==> config.mk <==
export PLATFORM = sky130hd
export DESIGN_NAME = uart_cmd_ctrl
export DESIGN_NICKNAME = d
export VERILOG_FILES = /design/src/rtl/uart_pkg.sv /design/src/rtl/frame_timer.sv /design/src/rtl/uart_cmd_ctrl.sv
export SDC_FILE = /design/constraint.sdc
export NUM_CORES = 1
export LEC_CHECK = 0
export CAP_MARGIN = 5
export CORE_ASPECT_RATIO = 0.9
export CORE_MARGIN = 3
export CORE_UTILIZATION = 40
export DETAILED_ROUTE_END_ITERATION = 10
export GPL_ROUTABILITY_DRIVEN = 0
export SETUP_SLACK_MARGIN = 0.1
export SYNTH_ARGS = -nofsm -noshare
export SYNTH_HDL_FRONTEND = slang
export SYNTH_SLANG_ARGS = --single-unit
==> constraint.sdc <==
create_clock -name clk -period 3.7 [get_ports clk]
set_input_delay 0.74 -clock clk [delete_from_list [all_inputs] [get_ports clk]]
set_output_delay 0.74 -clock clk [all_outputs]
set_load 0.02 [all_outputs]
==> src/rtl/uart_pkg.sv <==
// Shared constants for the UART command path: sync byte, frame length and
// the command-parser state encoding.
package uart_pkg;

  // First byte of every command frame.
  localparam logic [7:0] SYNC_BYTE = 8'hA5;

  // SYNC, ADDR, DATA, CHK.
  localparam int FRAME_LEN = 4;

  // Parser state encoding, kept as plain constants so older code that
  // compares against raw values keeps working.
  typedef logic [2:0] state_t;
  localparam state_t ST_IDLE     = 3'd0;
  localparam state_t ST_GOT_SYNC = 3'd1;
  localparam state_t ST_GOT_ADDR = 3'd2;
  localparam state_t ST_GOT_DATA = 3'd3;
  localparam state_t ST_COMMIT   = 3'd4;

  // Frame checksum: XOR of address and data bytes.
  function automatic logic [7:0] frame_chk(input logic [7:0] addr, input logic [7:0] data);
    return addr ^ data;
  endfunction

endpackage

==> src/rtl/frame_timer.sv <==
// Inter-byte timer: loadable up-counter with clear and enable, raising tc
// in the cycle it sits at TIMEOUT_CYCLES-1 while still enabled.
module frame_timer #(
  parameter int TIMEOUT_CYCLES = 100,
  localparam int CW = (TIMEOUT_CYCLES > 2) ? $clog2(TIMEOUT_CYCLES) : 1
) (
  input  logic          clk,
  input  logic          reset,
  input  logic          clear,
  input  logic          enable,
  input  logic          load,
  input  logic [CW-1:0] load_value,
  output logic          tc
);

  logic [CW-1:0] count;

  // Count idle clocks; clear has priority so a fresh byte restarts the wait.
  always_ff @(posedge clk) begin
    // NOTE: sequential state uses non-blocking assignments so every flop
    // samples the pre-edge values and simulation matches the netlist.
    if (reset) begin
      count <= '0;
    end else if (clear) begin
      count <= '0;
    end else if (load) begin
      count <= load_value;
    end else if (enable) begin
      count <= count + 1'b1;
    end
  end

  // Terminal count only while counting; a clear in the same cycle suppresses it.
  assign tc = enable && !clear && (count == CW'(TIMEOUT_CYCLES - 1));

endmodule

==> src/rtl/uart_cmd_ctrl.sv <==
// Frame-level command parser behind the UART receiver. Collects
// SYNC/ADDR/DATA/CHK frames, writes DATA into a small register bank and
// pulses an error flag for bad checksum, bad address or inter-byte timeout.
module uart_cmd_ctrl
  import uart_pkg::*;
#(
  parameter int CLK_FREQ       = 50000000,
  parameter int DATA_WIDTH     = 8,
  parameter int NUM_REGS       = 4,
  parameter int TIMEOUT_CYCLES = CLK_FREQ / 100
) (
  input  logic                           clk,
  input  logic                           reset,
  input  logic [DATA_WIDTH-1:0]          rx_data,
  input  logic                           rx_ready,
  output logic [NUM_REGS*DATA_WIDTH-1:0] reg_out,
  output logic                           wr_strobe,
  output logic [7:0]                     wr_addr,
  output logic                           err_chk,
  output logic                           err_addr,
  output logic                           err_timeout,
  output logic                           busy
);

  localparam int TCW = (TIMEOUT_CYCLES > 2) ? $clog2(TIMEOUT_CYCLES) : 1;
  // Register count widened by one bit so NUM_REGS=256 still compares cleanly.
  localparam logic [DATA_WIDTH:0] NUM_REGS_W = (DATA_WIDTH + 1)'(NUM_REGS);
  localparam logic [DATA_WIDTH-1:0] SYNC_W = DATA_WIDTH'(SYNC_BYTE);

  state_t                         state;
  logic [DATA_WIDTH-1:0]          addr_q;
  logic [DATA_WIDTH-1:0]          data_q;
  logic [NUM_REGS*DATA_WIDTH-1:0] reg_q;
  logic                           timer_en;
  logic                           timer_clr;
  logic                           timer_tc;
  logic                           is_sync;
  logic                           chk_ok;
  logic                           addr_ok;

  // Timer runs only while a frame is partially received; any byte restarts it.
  always_comb begin
    // NOTE: every always_comb output gets a default first so no path can
    // leave it unassigned and infer a latch.
    timer_en  = 1'b0;
    timer_clr = 1'b1;
    if (state == ST_GOT_SYNC || state == ST_GOT_ADDR || state == ST_GOT_DATA) begin
      timer_en  = 1'b1;
      timer_clr = rx_ready;
    end
  end

  assign is_sync = (rx_data == SYNC_W);
  assign chk_ok  = (rx_data == (addr_q ^ data_q));
  assign addr_ok = ({1'b0, addr_q} < NUM_REGS_W);

  frame_timer #(
    .TIMEOUT_CYCLES(TIMEOUT_CYCLES)
  ) u_timer (
    .clk       (clk),
    .reset     (reset),
    .clear     (timer_clr),
    .enable    (timer_en),
    .load      (1'b0),
    .load_value({TCW{1'b0}}),
    .tc        (timer_tc)
  );

  // Frame parser, register bank and registered status pulses.
  always_ff @(posedge clk) begin
    if (reset) begin
      // NOTE: the register bank is reset explicitly because downstream logic
      // relies on a known all-zero configuration after reset.
      state       <= ST_IDLE;
      addr_q      <= '0;
      data_q      <= '0;
      reg_q       <= '0;
      wr_addr     <= '0;
      wr_strobe   <= 1'b0;
      err_chk     <= 1'b0;
      err_addr    <= 1'b0;
      err_timeout <= 1'b0;
    end else begin
      wr_strobe   <= 1'b0;
      err_chk     <= 1'b0;
      err_addr    <= 1'b0;
      err_timeout <= 1'b0;
      case (state)
        ST_IDLE: begin
          if (rx_ready && is_sync) state <= ST_GOT_SYNC;
        end
        ST_GOT_SYNC: begin
          if (rx_ready) begin
            addr_q <= rx_data;
            state  <= ST_GOT_ADDR;
          end else if (timer_tc) begin
            err_timeout <= 1'b1;
            state       <= ST_IDLE;
          end
        end
        ST_GOT_ADDR: begin
          if (rx_ready) begin
            data_q <= rx_data;
            state  <= ST_GOT_DATA;
          end else if (timer_tc) begin
            err_timeout <= 1'b1;
            state       <= ST_IDLE;
          end
        end
        ST_GOT_DATA: begin
          if (rx_ready) begin
            if (!chk_ok) begin
              err_chk <= 1'b1;
              state   <= ST_IDLE;
            end else if (!addr_ok) begin
              err_addr <= 1'b1;
              state    <= ST_IDLE;
            end else begin
              state <= ST_COMMIT;
            end
          end else if (timer_tc) begin
            err_timeout <= 1'b1;
            state       <= ST_IDLE;
          end
        end
        ST_COMMIT: begin
          for (int i = 0; i < NUM_REGS; i++) begin
            if ({1'b0, addr_q} == (DATA_WIDTH + 1)'(i)) begin
              reg_q[i*DATA_WIDTH +: DATA_WIDTH] <= data_q;
            end
          end
          wr_strobe <= 1'b1;
          wr_addr   <= 8'(addr_q);
          // A sync byte landing here starts the next frame immediately.
          state     <= (rx_ready && is_sync) ? ST_GOT_SYNC : ST_IDLE;
        end
        default: state <= ST_IDLE;
      endcase
    end
  end

  assign reg_out = reg_q;
  assign busy    = (state != ST_IDLE);

endmodule

; Word level (Yosys, flattened, before mapping)
; Index checks and enable logic that the tools add are counted.
[op_classes]
n_mux = 15
bitwise_logic = 5
n_lt_le_gt_ge = 1
n_reduce_logical = 20
n_eq_ne = 11
n_addsub = 1
[ops]
columns = op, n
row1 = $mux 3, 7
row2 = $add 19x1->19 const B, 1
row3 = $eq 19x19->1 const B, 1
row4 = $eq 8x2->1 const B, 2
row5 = $pmux 3 s5, 1
row6 = $reduce_and 2->1, 6
row7 = $reduce_or 3->1, 3
row8 = $eq 8x1->1 const B, 1
row9 = $eq 8x8->1, 1
row10 = $eq 8x8->1 const B, 1
row11 = $logic_not 8->1, 1
row12 = $lt 8x3->1 const B, 1
row13 = $xor 8x8->8, 1
row14 = $mux 1, 7
row15 = $eq 3x2->1 const B, 2
row16 = $not 1->1, 4
row17 = $reduce_or 4->1, 1
row18 = $eq 3x1->1 const B, 1
row19 = $eq 3x3->1 const B, 1
row20 = $logic_and 1x1->1, 3
row21 = $logic_not 3->1, 1
row22 = $reduce_bool 3->1, 1
row23 = $logic_or 1x1->1, 2
row24 = $ne 2x2->1 const B, 1
row25 = other kinds (2), 2
[totals]
regBits = 82

; Longest topological paths before layout
[depth]
word_depth = 10
depth_mapped = 6
depth_no_buf = 5

; By module
; A second synthesis with hierarchy kept.
[unflattened]
cells_unflattened = 394
hier_area_um2 = 3826.2
[by_module_without_submodules]
columns = module, area_per_inst_um2, instances, cells_each, seq_area_each_um2
row1 = uart_cmd_ctrl, 2728.9, 1, 254, 1261.2
row2 = frame_timer, 1097.3, 1, 140, 380.4

; Worst setup path before layout
; No wires, ideal clock.
[synth_timing]
path_type = input-to-reg
start = input rx_ready
end = register state[2]
setup_slack_ns = 1.670
t_required_ns = 3.635
arrival_time_ns = 1.965
path_stages = 5
path_cell_list = clkbuf_1 nand2_1 or4b_1 nor4_1 nor2b_1
[synth_between]
elab_chain_len = 7
[synth_rtl]
columns = item, line_no
row1 = start: declaration, uart_cmd_ctrl.sv:15  ; input logic rx_ready,
row2 = $mux 1, uart_cmd_ctrl.sv:47  ; if (state == ST_GOT_SYNC || state == ST_GOT_ADDR || state == ST_GOT_DATA) begin
row3 = $logic_not 1->1, frame_timer.sv:34  ; assign tc = enable && !clear && (count == CW'(TIMEOUT_CYCLES - 1));
row4 = $logic_and 1x1->1 (2 in series), frame_timer.sv:34
row5 = $mux 3, --
row6 = $mux 3 (on tied branches), "uart_cmd_ctrl.sv:111, uart_cmd_ctrl.sv:93, uart_cmd_ctrl.sv:102"
row7 = $pmux 3 s5, uart_cmd_ctrl.sv:88  ; case (state)
row8 = end signal: assignment, uart_cmd_ctrl.sv:135  ; state <= (rx_ready && is_sync) ? ST_GOT_SYNC : ST_IDLE;
row9 = end: declaration, uart_cmd_ctrl.sv:30  ; state_t state;
; Several ways; a longest one is shown, not always the timed one.
; A chain may end at the register's enable or synchronous reset.

; Worst setup path in the final report
[layout_timing]
start = register state[0]
end = output busy
[layout_between]
elab_chain_len = 1
[layout_rtl]
columns = item, line_no
row1 = $reduce_bool 3->1, uart_cmd_ctrl.sv:143  ; assign busy = (state != ST_IDLE);
row2 = end: declaration, uart_cmd_ctrl.sv:22  ; output logic busy
; No other way between the ends.

==> impl_metrics.ini <==
[detailed_routing]
drcViolationCount = 0
drt_first_pass_iters = 8
drt_wl_total_um = 7620
drtIter0Drc = 135
vias = 2702
via_per_inst = 5.08
routedWlPerCell_um = 14.3
ant_nets = 0

[timing]
final_hold_viol_count = 0
rsz0062_at_grt = no
timing.final.ws_setup_ps = 1150
hold_ws_ps = 464
setup_viol = 0
drv_slew = 0
max_freq_ghz = 0.393
timing.final.crit_share = 0.688
worst_pin_slew_ps = 863
relSlewSlack = 0.420
fin_setup_tns_ps = 0
finalClockSkew_ps = 10.9
min_period_ps = 2550

[cts]
clkTransAtPathRegs_ps = 90
cts.sinks = 82
ctsHoldBuffers = 0
clockRootBuffer = clkbuf_8
clk_latency_ps = 360
numCtsBuffers = 9
h-tree-depth = 3
post_cts_buffers = 0
clock_tree.buffer_depth = 2
cts_tree = yes
cts.repair.resized = 0

[setup_path]
critical_path.max_fanout = 11
critPathLaunchType = flop
crit_path_cell_trace = or3_1 -> clkdlybuf4s50_1
crit_required_ps = 2960
cp_top_family = buffers and inverters
critPathArrivalTime_ps = 1810
endpoint_kind = output pin
slowest_stage = clkdlybuf4s50_1
slowest_delay_ps = 560
critPathKind = flop to output pin
reg2reg_setup_slack_ps = 1610
critPathBufInv = 1

[global_route]
grtUsageTotal = 0.160
grt_use_met3 = 0.0492
grt_util_met2 = 0.233
gr-total-overflow = 0
antenna_found_initial = 0
grt_pass1_wl_um = 12500
grt_pass1_vias = 2424
grt_max_degree = 35
grt.met1_usage = 0.228
grt_busiest_layer = met2

[synth]
synth_cell_types = 40
yosysTopAreaCellShare = 0.471
ys_warn_count = 0
synth_fa_ha_area_frac = 0.00359
synth_ff_type = dfxtp_1
synth_compound_area_frac = 0.0782
synth-xor-area-share = 0.0718
synth.avg_cell_area_um2 = 9.58
synth_top_cell_by_area = dfxtp_1
synthesis.nets = 376
ys_seq_elements = 82
async_reset_ff_frac = 0
syn-cell-area_um2 = 3490
synth-simple-area-share = 0.231
synth_edf_count = 0
ys_seq_area_frac = 0.471
synth_top_family_by_area = simple AND/OR/NAND/NOR gates
syn-instance-count = 364
synth.area.mux_share = 0.115
synth_area_leaders = dfxtp_1 47%, mux2i_1 11%, nor2_1 5.8%

[finish]
post-route-util = 0.522
fillers = 804
layout-drive-gt1-share = 0.0647
fin_nets = 424
final_cell_count_no_fill = 532
num_antenna_cells = 0
area_growth_pct = 23.8
stdcell_area_um2 = 4310

[pwr]
p_leak_nw = 1.63
powerDensity_nw_per_um2 = 370
vdd_drop_max_uv = 206
power_mw = 1.60

[die]
coreArea_um2 = 8260
start_util = 0.422
die_area_um2 = 9870
die_w_um = 104
io_pins = 56
rows = 31
die_h_um = 94.6

[min_path]
min_path_type = flop to flop

[placed_design]
dp_hpwl_um = 5340
dp.cells = 516
post-place-ws_ps = 1090
port_buffers = 55
place_area_um2 = 4100

[job]
max-cap-violations = 0

[outcome]
status = completed
-- cell usage after synthesis, types with 2 or more instances --
cell	count
inv_1	4
nand4_2	4
nor2_1	54
mux2i_1	40
nand3_1	4
nor3b_1	2
xnor3_1	8
nor4_1	5
o21ai_0	4
dfxtp_1	82
nand2_1	43
a21oi_1	25
buf_2	5
clkbuf_1	12
and2_1	3
nand3b_1	2
or3_1	6
a211oi_1	3
xnor2_1	3
o21a_1	2
nor2b_1	4
and4_1	3
and3_1	2
nor3_1	5
nand4_1	8
buf_4	2
xor2_1	5
or4_1	6
o31ai_1	7
-- report_power, final --
group / leakage [nW] / internal (mW) / switching (mW)
sequential: 0.660 / 0.882 / 0.000821
clock: 0.103 / 0.323 / 0.346
combinational: 0.865 / 0.0205 / 0.0231
total: 1.63 / 1.23 / 0.370
-- final cells by class --
type                    count  area, um^2  share of cell area
well taps                 115         144              0.0334
clock inverters             7        88.8              0.0206
repair buffers             57         561               0.130
flip-flops and latches     82        1640               0.381
inverters                   4        15.0             0.00348
multi-input cells         258        1740               0.403
clock buffers               9         124              0.0287
-- sequential cells by signal, indices dropped and copies added, names as in the netlist --
register / cells
addr_q: 8
data_q: 8
err_addr: 1
err_chk: 1
err_timeout: 1
reg_out: 32
state: 3
u_timer.count: 19
wr_addr: 8
wr_strobe: 1
-- final timing paths --
| path | depth (start not counted) | end | from |
|---|---|---|---|
| worst max-delay path | 2 | busy | state[0] |
| worst min-delay path | 2 | wr_addr[5] | wr_addr[5] |
| worst max register to register | 4 | u_timer.count[18] | state[0] |
| worst min register to register | 2 | wr_addr[5] | wr_addr[5] |
-- cells in the final DEF, fill, tap and decap left out, drive strengths merged, types with 7 or more instances in the layout --
master / count
dfxtp: 82
nor2: 54
clkdlybuf4s50: 54
nand2: 43
mux2i: 40
a21oi: 25
nand4: 12
clkbuf: 9
xnor3: 8
o31ai: 7
-- cell families (layout without fill, tap and decap cells) --
kind of cell,Yosys count,count (layout)
AO/OA/AOI/OAI,44,44
AND/OR/NAND/NOR,157,157
flip-flops,82,82
XOR/XNOR,16,16
buffers and inverters,24,77
multiplexers,40,40
adder cells (fa/ha/maj),1,1
-- per-layer routing --
layer | share of wire | wire, um | up-vias
li1 | - | - | 1381
met1 | 0.48 | 3680 | 1255
met2 | 0.44 | 3370 | 60
met3 | 0.064 | 489 | 6
met4 | 0.010 | 76 | 0
met5 | 0 | 0 | -
-- worst min-delay path, cell delays in order, from the launching register on --
cell	delay [ps]
dfxtp_1	320
nand2_1	50
a21oi_1	50
Note: power is estimated with default switching activity, not from simulation.
